[src/rtl/sine_phase_folder.sv]
// ---------------------------------------------------------------------------
// sine_phase_folder
//
// Phase-accumulator front end for a quarter-wave sine lookup table.
//
// A free-running phase advances by freq on every step strobe. On a step, the
// pre-update phase plus phase_offset is folded into a quarter-wave index. The
// index is registered onto table_x. The external table answers combinationally
// on table_y, and one cycle later a signed full-wave sample is registered with
// a single-cycle valid strobe. Throughput is one sample per cycle, with no
// stall and no backpressure.
//
// Parameters
//   PHASE_BITS : accumulator / frequency word / offset width (>= IN_BITS+2)
//   IN_BITS    : quarter-wave table index width
//   OUT_BITS   : quarter-wave table magnitude width (unsigned)
//
// Ports
//   clk          : clock, rising edge
//   reset        : synchronous, active-high; clears all state and drops any
//                  lookup in flight
//   step         : sample the current phase for lookup, then add freq
//   freq         : unsigned phase increment, wraps modulo 2^PHASE_BITS
//   phase_offset : added to the sampled phase only, never accumulated
//   load         : overwrite the phase with load_value (wins over step's add)
//   load_value   : new phase value
//   table_x      : registered folded index driven to the table
//   table_y      : table magnitude for table_x, same cycle
//   phase        : current accumulator value
//   sample       : signed two's-complement full-wave sample (OUT_BITS+1)
//   sample_valid : single-cycle strobe, sample is new this cycle
// ---------------------------------------------------------------------------
module sine_phase_folder #(
    parameter int PHASE_BITS = 16,
    parameter int IN_BITS    = 8,
    parameter int OUT_BITS   = 8
) (
    input  logic                       clk,
    input  logic                       reset,
    input  logic                       step,
    input  logic [PHASE_BITS-1:0]      freq,
    input  logic [PHASE_BITS-1:0]      phase_offset,
    input  logic                       load,
    input  logic [PHASE_BITS-1:0]      load_value,
    output logic [IN_BITS-1:0]         table_x,
    input  logic [OUT_BITS-1:0]        table_y,
    output logic [PHASE_BITS-1:0]      phase,
    output logic signed [OUT_BITS:0]   sample,
    output logic                       sample_valid
);

    // Number of phase bits below the quarter-wave index; these are truncated.
    localparam int DROP_BITS = PHASE_BITS - 2 - IN_BITS;

    // Mirror the index in quadrants 1 and 3 so the table only needs the
    // rising quarter. Index 0 in a mirrored quadrant maps to the table top.
    function automatic logic [IN_BITS-1:0] fold_index(
        input logic                 mirror,
        input logic [IN_BITS-1:0]   idx
    );
        return mirror ? ~idx : idx;
    endfunction

    // Apply the half-wave sign to an unsigned magnitude. The magnitude is
    // widened by one zero bit first, so negation can never overflow and a
    // negative zero comes out as plain zero.
    function automatic logic signed [OUT_BITS:0] apply_sign(
        input logic                 neg,
        input logic [OUT_BITS-1:0]  mag
    );
        logic signed [OUT_BITS:0] ext;
        ext = $signed({1'b0, mag});
        return neg ? -ext : ext;
    endfunction

    logic [PHASE_BITS-1:0]      phase_p0;
    logic [PHASE_BITS-1:0]      lookup_p0;
    logic [1:0]                 quad_p0;
    logic [IN_BITS-1:0]         idx_p0;

    logic [IN_BITS-1:0]         x_p1;
    logic                       neg_p1;
    logic                       vld_p1;

    logic signed [OUT_BITS:0]   sample_p2;
    logic                       vld_p2;

    // ---- stage 0: accumulator and phase decode ----------------------------
    // The lookup always uses the phase as it stands before this edge's update,
    // so a simultaneous load does not affect the sample taken on this step.
    always_comb begin
        lookup_p0 = phase_p0 + phase_offset;
        quad_p0   = lookup_p0[PHASE_BITS-1 -: 2];
        // Drop the quadrant bits off the top and the truncated bits off the
        // bottom, leaving exactly IN_BITS of index.
        idx_p0    = IN_BITS'((lookup_p0 << 2) >> (DROP_BITS + 2));
    end

    always_ff @(posedge clk) begin
        if (reset) begin
            phase_p0 <= '0;
        end else if (load) begin
            phase_p0 <= load_value;
        end else if (step) begin
            phase_p0 <= phase_p0 + freq;
        end
    end

    // ---- stage 1: folded index to the table -------------------------------
    // table_x only changes on a step, so it stays stable between steps.
    always_ff @(posedge clk) begin
        if (reset) begin
            x_p1   <= '0;
            neg_p1 <= 1'b0;
            vld_p1 <= 1'b0;
        end else begin
            vld_p1 <= step;
            if (step) begin
                x_p1   <= fold_index(quad_p0[0], idx_p0);
                neg_p1 <= quad_p0[1];
            end
        end
    end

    // ---- stage 2: signed full-wave sample ---------------------------------
    // table_y answers combinationally for x_p1, so it is captured here one
    // cycle after the step. A reset clears vld_p1, so nothing in flight
    // survives it.
    always_ff @(posedge clk) begin
        if (reset) begin
            sample_p2 <= '0;
            vld_p2    <= 1'b0;
        end else begin
            vld_p2 <= vld_p1;
            if (vld_p1) begin
                sample_p2 <= apply_sign(neg_p1, table_y);
            end
        end
    end

    assign phase        = phase_p0;
    assign table_x      = x_p1;
    assign sample       = sample_p2;
    assign sample_valid = vld_p2;

endmodule

[config.mk]
export PLATFORM = sky130hd
export DESIGN_NAME = sine_phase_folder
export DESIGN_NICKNAME = d
export VERILOG_FILES = /design/src/rtl/sine_phase_folder.sv
export SDC_FILE = /design/constraint.sdc
export NUM_CORES = 1
export LEC_CHECK = 0
export CAP_MARGIN = 30
export CELL_PAD_IN_SITES_DETAIL_PLACEMENT = 2
export CELL_PAD_IN_SITES_GLOBAL_PLACEMENT = 2
export CORE_UTILIZATION = 28
export DETAILED_ROUTE_END_ITERATION = 6
export PLACE_DENSITY_LB_ADDON = 0.1
export SLEW_MARGIN = 0
export SYNTH_ARGS = -nofsm -noshare
export SYNTH_HDL_FRONTEND = slang
export SYNTH_SLANG_ARGS = --single-unit
export TNS_END_PERCENT = 1
[constraint.sdc]
create_clock -name clk -period 4.1 [get_ports clk]
set_input_delay 0.82 -clock clk [delete_from_list [all_inputs] [get_ports clk]]
set_output_delay 0.82 -clock clk [all_outputs]
set_load 0.01 [all_outputs]
* Word-level counts from Yosys, hierarchy flattened
Index checks and enable logic that the tools add are counted.
Word-level totals: bits in registers 36, bits in latches 0, RAM bits 0, memory bits (read-only) 0, bits of input ports 60, output and inout bits 34, word-level logic and storage cells 15, memories 0
Operators by class: $add $sub $neg 3, multiply operators 0, divide/modulo/power cells 0, order comparisons 0, equality and inequality tests 0, shifts and indexed selects 0, mux-type cells 4, bitwise logic cells 1, reduce and logical (&&, ||, !) cells 1
Operators with widths (number):
- 16-bit adder | 2
- 16-bit 2-to-1 mux | 2
- 9-bit 2-to-1 mux | 1
- 8-bit negation with 9-bit output | 1
- 8-bit 2-to-1 mux | 1
- 8-bit inverter | 1
- 2-bit nonzero test | 1

* Depth between registers and ports, before layout
word-level depth 3, gate-level depth with buffers 9, mapped depth without buffers 9

* Worst setup path before layout
Ideal clock, no wire load.
path kind input port to flip-flop, start point input port phase_offset[12], end point register x_p1[3] (netlist: table_x[3]), library setup time 0.086 ns, arrival time 2.758 ns, data required time 4.014 ns, slack 1.257 ns, stages 8, buffers on the path 0, cells stage by stage ha_1 > a21oi_1 > nand2_1 > a221oi_1 > o21ai_2 > xor2_4 > xor3_1 > a211oi_1
On the way: cells in the longest elaborated chain, start to end 2
RTL lines:
- from (decl) | line 42 | input logic [PHASE_BITS-1:0] phase_offset,
- 16-bit adder | line 92 | lookup_p0 = phase_p0 + phase_offset;
- 8-bit 2-to-1 mux | line 61 | return mirror ? ~idx : idx;
- to (signal assigned) | line 119 | x_p1 <= fold_index(quad_p0[0], idx_p0);
- to (decl) | line 81 | logic [IN_BITS-1:0] x_p1;
Every way passes these cells. A chain may end at the register's enable or synchronous reset.

* Worst setup path after layout
start point input port phase_offset[12], end point register x_p1[6] (netlist: table_x[6])
On the way: cells in the longest elaborated chain, start to end 3
RTL lines (line):
- 16-bit adder (*) | 92
- 8-bit inverter | 61
- 8-bit 2-to-1 mux (*) | 61
Mark *: on every way between the ends. The rest lies on a longest branch, timed or not.

==> results <==
- The run finished with clean final reports.
- The number of antenna violations at the first check in global routing is 0.
- The layout net count is 519.
- Hold repair after CTS inserted 0 buffers.
- The synthesized cell area is 2840 sq um.
- The global-route wire length before repair is 14.9 mm.
- The clock passes through at most 2 buffers.
- The number of fillers in the final layout is 1,158.
- The met2 routed wirelength is 4.52 mm.
- The library cells used most frequently in the layout, excluding fill and tap cells, are sky130_fd_sc_hd__clkdlybuf4s50_1 (93), sky130_fd_sc_hd__nor2_1 (39), sky130_fd_sc_hd__dfxtp_1 (36).
- After synthesis, the share of flip-flops with an asynchronous set or reset is 0%.
- Counting every net in the synthesized netlist gives 431.
- The smallest clock period supported by the final layout is computed as 3.23 ns.
- The most common library cell in the layout ignoring fill and taps is sky130_fd_sc_hd__clkdlybuf4s50_1.
- For this design the static power due to leakage is 1.63 nW.
- The total via count after detailed routing is 2,869.
- The final wirelength is 9.56 mm.
- The number of gates resized after CTS was 0.
- The maximum clock skew at final layout is 0.00489 ns.
- The first TritonRoute pass finished after 4 iterations.
- The number of buffers created by CTS is 5.
- Measured along the x axis, the die boundary spans 103 um.
- The kind of start point of the critical path is an input port.
- The global-route usage over all layers is 18.6%.
- The H-tree generated during clock tree synthesis spans 2 levels.
- For this design, the slowest cell found on the critical path is sky130_fd_sc_hd__clkdlybuf4s50_1.
- With fillers left out, the area of the finished cells amounts to 4010 sq um.
- The final number of max-transition violations is 0.
- The worst setup path is of the in2reg kind.
- The met3 routed wirelength is 499 um.
- The biggest fanout along the worst timing path is 10.
- The fraction of the yosys area taken by sequential cells is 25.4%.
- The number of hold violations in the final report came to 0.
- The residual antenna-violating net count after detailed routing is 0.
- The die height is 103 um.
- Walking the worst path, the cells encountered are clkdlybuf4s50_1 > ha_1 > a21oi_1 > nand2_1 > a221oi_1 > o21ai_2 > xor2_4 > xnor3_1 > a211oi_2.
- The number of unique standard cell types used by synthesis is 54.
- The number of antenna repair diodes is 0.
- Setup repair after global routing left no endpoint under its margin.
- After detailed placement, the total cell area comes to 3900 sq um.
- The floorplan core area is 9820 sq um.
- TritonCTS built the clock tree.
- The total clock sinks is 36.
- The via density per instance is 5.10.
- The total overflow left after global routing is 0.
- In the final layout, the share of cells above drive strength 1 is 4.66%.
- The violation count after the first detailed-routing iteration is 37.
- In the final routed layout, each cell accounts on average for 17.0 um.
- Setup violations remaining at the end of the flow were counted as 0.
- The HPWL after detailed placement is 7.35 mm.
- The die covers 10,500 sq um.
- The average size of a mapped cell is 8.35 sq um.
- IR analysis of the VDD net gives a maximum drop of 0.114 mV.
- The global placement routability congestion is 0.760.
- STA classifies the critical path endpoint as a register.
- Once the clock tree was built, the setup fixing pass inserted 0 buffers.
- In this run the worst hold path is classified as reg2reg.
- The worst path meets setup with 0.865 ns of slack.
- Signal routing reaches up to met4.
- In the final timing run, aggregate negative setup slack is 0 ns.
- The final clock period utilization by the worst path is 78.9%.
- For this run, the number of Yosys warnings is 0.
- In the routed design, unresolved DRC markers number 0.
- For the worst setup path, the data arrival time is 3.46 ns.
- Dividing total power by cell area gives a power density of 318 nW/um^2.
- The clock latency on the worst-skew pair is 0.29 ns.
- The number of maximum-capacitance constraint violations is 0.
- In this design, the stage delay of the slowest critical-path cell is 0.41 ns.
- Input and output buffers added on the ports amount to 93.
- The starting density of the core is 28.9%.
- The primary flip-flop cell chosen by synthesis mapping is sky130_fd_sc_hd__dfxtp_1.
- In this run the core area contains 36 standard-cell rows.
- The synthesized netlist cell count is 340.
- The wire length the detailed router placed on met1 is 4.47 mm.
- The number of flip-flops and latches in the synthesized netlist is 36.
- The number of synthesized flops with an enable pin is 0.
- At the pin with the least slew margin, the transition time is 0.603 ns.
- The pin count of the biggest net entering global routing is 39.
- The required time reported for the critical path endpoint is 4.32 ns.
- OpenSTA, run right after detailed placement, puts the worst setup slack at 0.534 ns.
- Based on the critical path, the design can be clocked at up to 0.309 GHz.
- The worst pin sits at a relative slew slack of 59.7%.
- The clock slew seen by the registers of the worst setup and hold paths is 0.08 ns.
- Relative to the synthesized area, the layout overhead comes to 41.3%.
- The count of pins on the block boundary is 94.
- The clock root buffer master is sky130_fd_sc_hd__clkbuf_8.
- The via count of the first global-routing pass is 3,022.
-- cells in the mapped netlist, drive strengths merged, types with 2 or more instances --
master / number / area [sq um]
xnor2: 17 / 149
buf: 5 / 18.8
o221ai: 2 / 17.5
and4: 2 / 17.5
nor3: 7 / 35.0
a221oi: 6 / 52.6
o211ai: 2 / 15.0
a2111oi: 2 / 17.5
ha: 30 / 375
o21ba: 2 / 20.0
nand3b: 2 / 15.0
nand4: 2 / 12.5
or3: 6 / 37.5
dfxtp: 36 / 721
o21bai: 2 / 15.0
mux2i: 7 / 70.1
a311oi: 2 / 17.5
xor2: 11 / 115
inv: 8 / 30.0
o31ai: 2 / 15.0
nand3: 4 / 20.0
o21ai: 15 / 78.8
nand2: 19 / 73.8
a31oi: 3 / 18.8
a211oi: 18 / 140
and2: 4 / 26.3
a21oi: 29 / 145
clkbuf: 10 / 37.5
nor2b: 10 / 62.6
a21o: 10 / 75.1
o21a: 6 / 45.0
a311o: 2 / 20.0
nor2: 40 / 153
nor3b: 3 / 22.5
-- power by group --
part           internal (W)  switching (W)
logic              0.000279       0.000251
registers          0.000385      0.0000372
clock network      0.000181       0.000143
total              0.000845       0.000431
-- registers in the layout (all words and copies together) (netlist names) --
| register | flops |
|---|---|
| neg_p1 | 1 |
| phase | 16 |
| sample | 9 |
| sample_valid | 1 |
| table_x | 8 |
| vld_p1 | 1 |
-- final cells by class --
cell class                 count  area (sq um)  area share [%]
multi-input combinational    280          2030            50.6
timing repair buffer          96           953            23.8
sequential                    36           721            18.0
tap                          133           166            4.15
clock buffer                   6          72.6            1.81
clock inverter                 2          35.0           0.874
inverter                       9          33.8           0.843
-- stage by stage --
step                      utilization [%]  hold WS [ns]  total power [W]  std cells
after floorplan                         -         0.490         0.000749        340
after global placement               39.7         0.455         0.000948        554
after detailed placement             39.7         0.481         0.000964        554
after CTS                            40.8         0.494          0.00130        562
after global routing                 40.8         0.516          0.00136        562
final                                40.8         0.490          0.00128        562
-- cell families (layout without fill, tap and decap cells) --
| kind of cell | after synthesis | after routing | synth area share, % |
|---|---|---|---|
| adder cells (fa/ha/maj) | 31 | 31 | 13.9 |
| multiplexers | 7 | 7 | 2.47 |
| AO/OA/AOI/OAI | 108 | 108 | 26.1 |
| XOR/XNOR | 30 | 30 | 10.9 |
| flip-flops | 36 | 36 | 25.4 |
| buffers and inverters | 24 | 113 | 3.17 |
| AND/OR/NAND/NOR | 104 | 104 | 18.0 |
-- worst paths after layout --
kind / startpoint / to / slack [ns] / cells after the start
min: sample[8]$_SDFFE_PP0P_ / sample[8]$_SDFFE_PP0P_ / 0.49 / 2
max reg2reg: phase[12]$_SDFFE_PP0P_ / table_x[6]$_SDFFE_PP0P_ / 1.45 / 8
min reg2reg: sample[8]$_SDFFE_PP0P_ / sample[8]$_SDFFE_PP0P_ / 0.49 / 2
max: phase_offset[12] / table_x[6]$_SDFFE_PP0P_ / 0.87 / 9
-- routing by layer --
| layer | up-vias | GRT usage (%) |
|---|---|---|
| li1 | 1422 | - |
| met1 | 1377 | 22.4 |
| met2 | 65 | 33.4 |
| met3 | 5 | 4.54 |
| met4 | 0 | 3.96 |
| met5 | - | 0 |
-- critical path, delay by kind of cell --
| family | cells | cell delay, ns |
|---|---|---|
| xor+xnor | 2 | 0.78 |
| fa+ha+maj | 1 | 0.37 |
| buf+inv | 1 | 0.41 |
| simple gates | 1 | 0.09 |
| compound gates | 4 | 0.99 |
No activity file was read; power rests on OpenSTA's default activity.
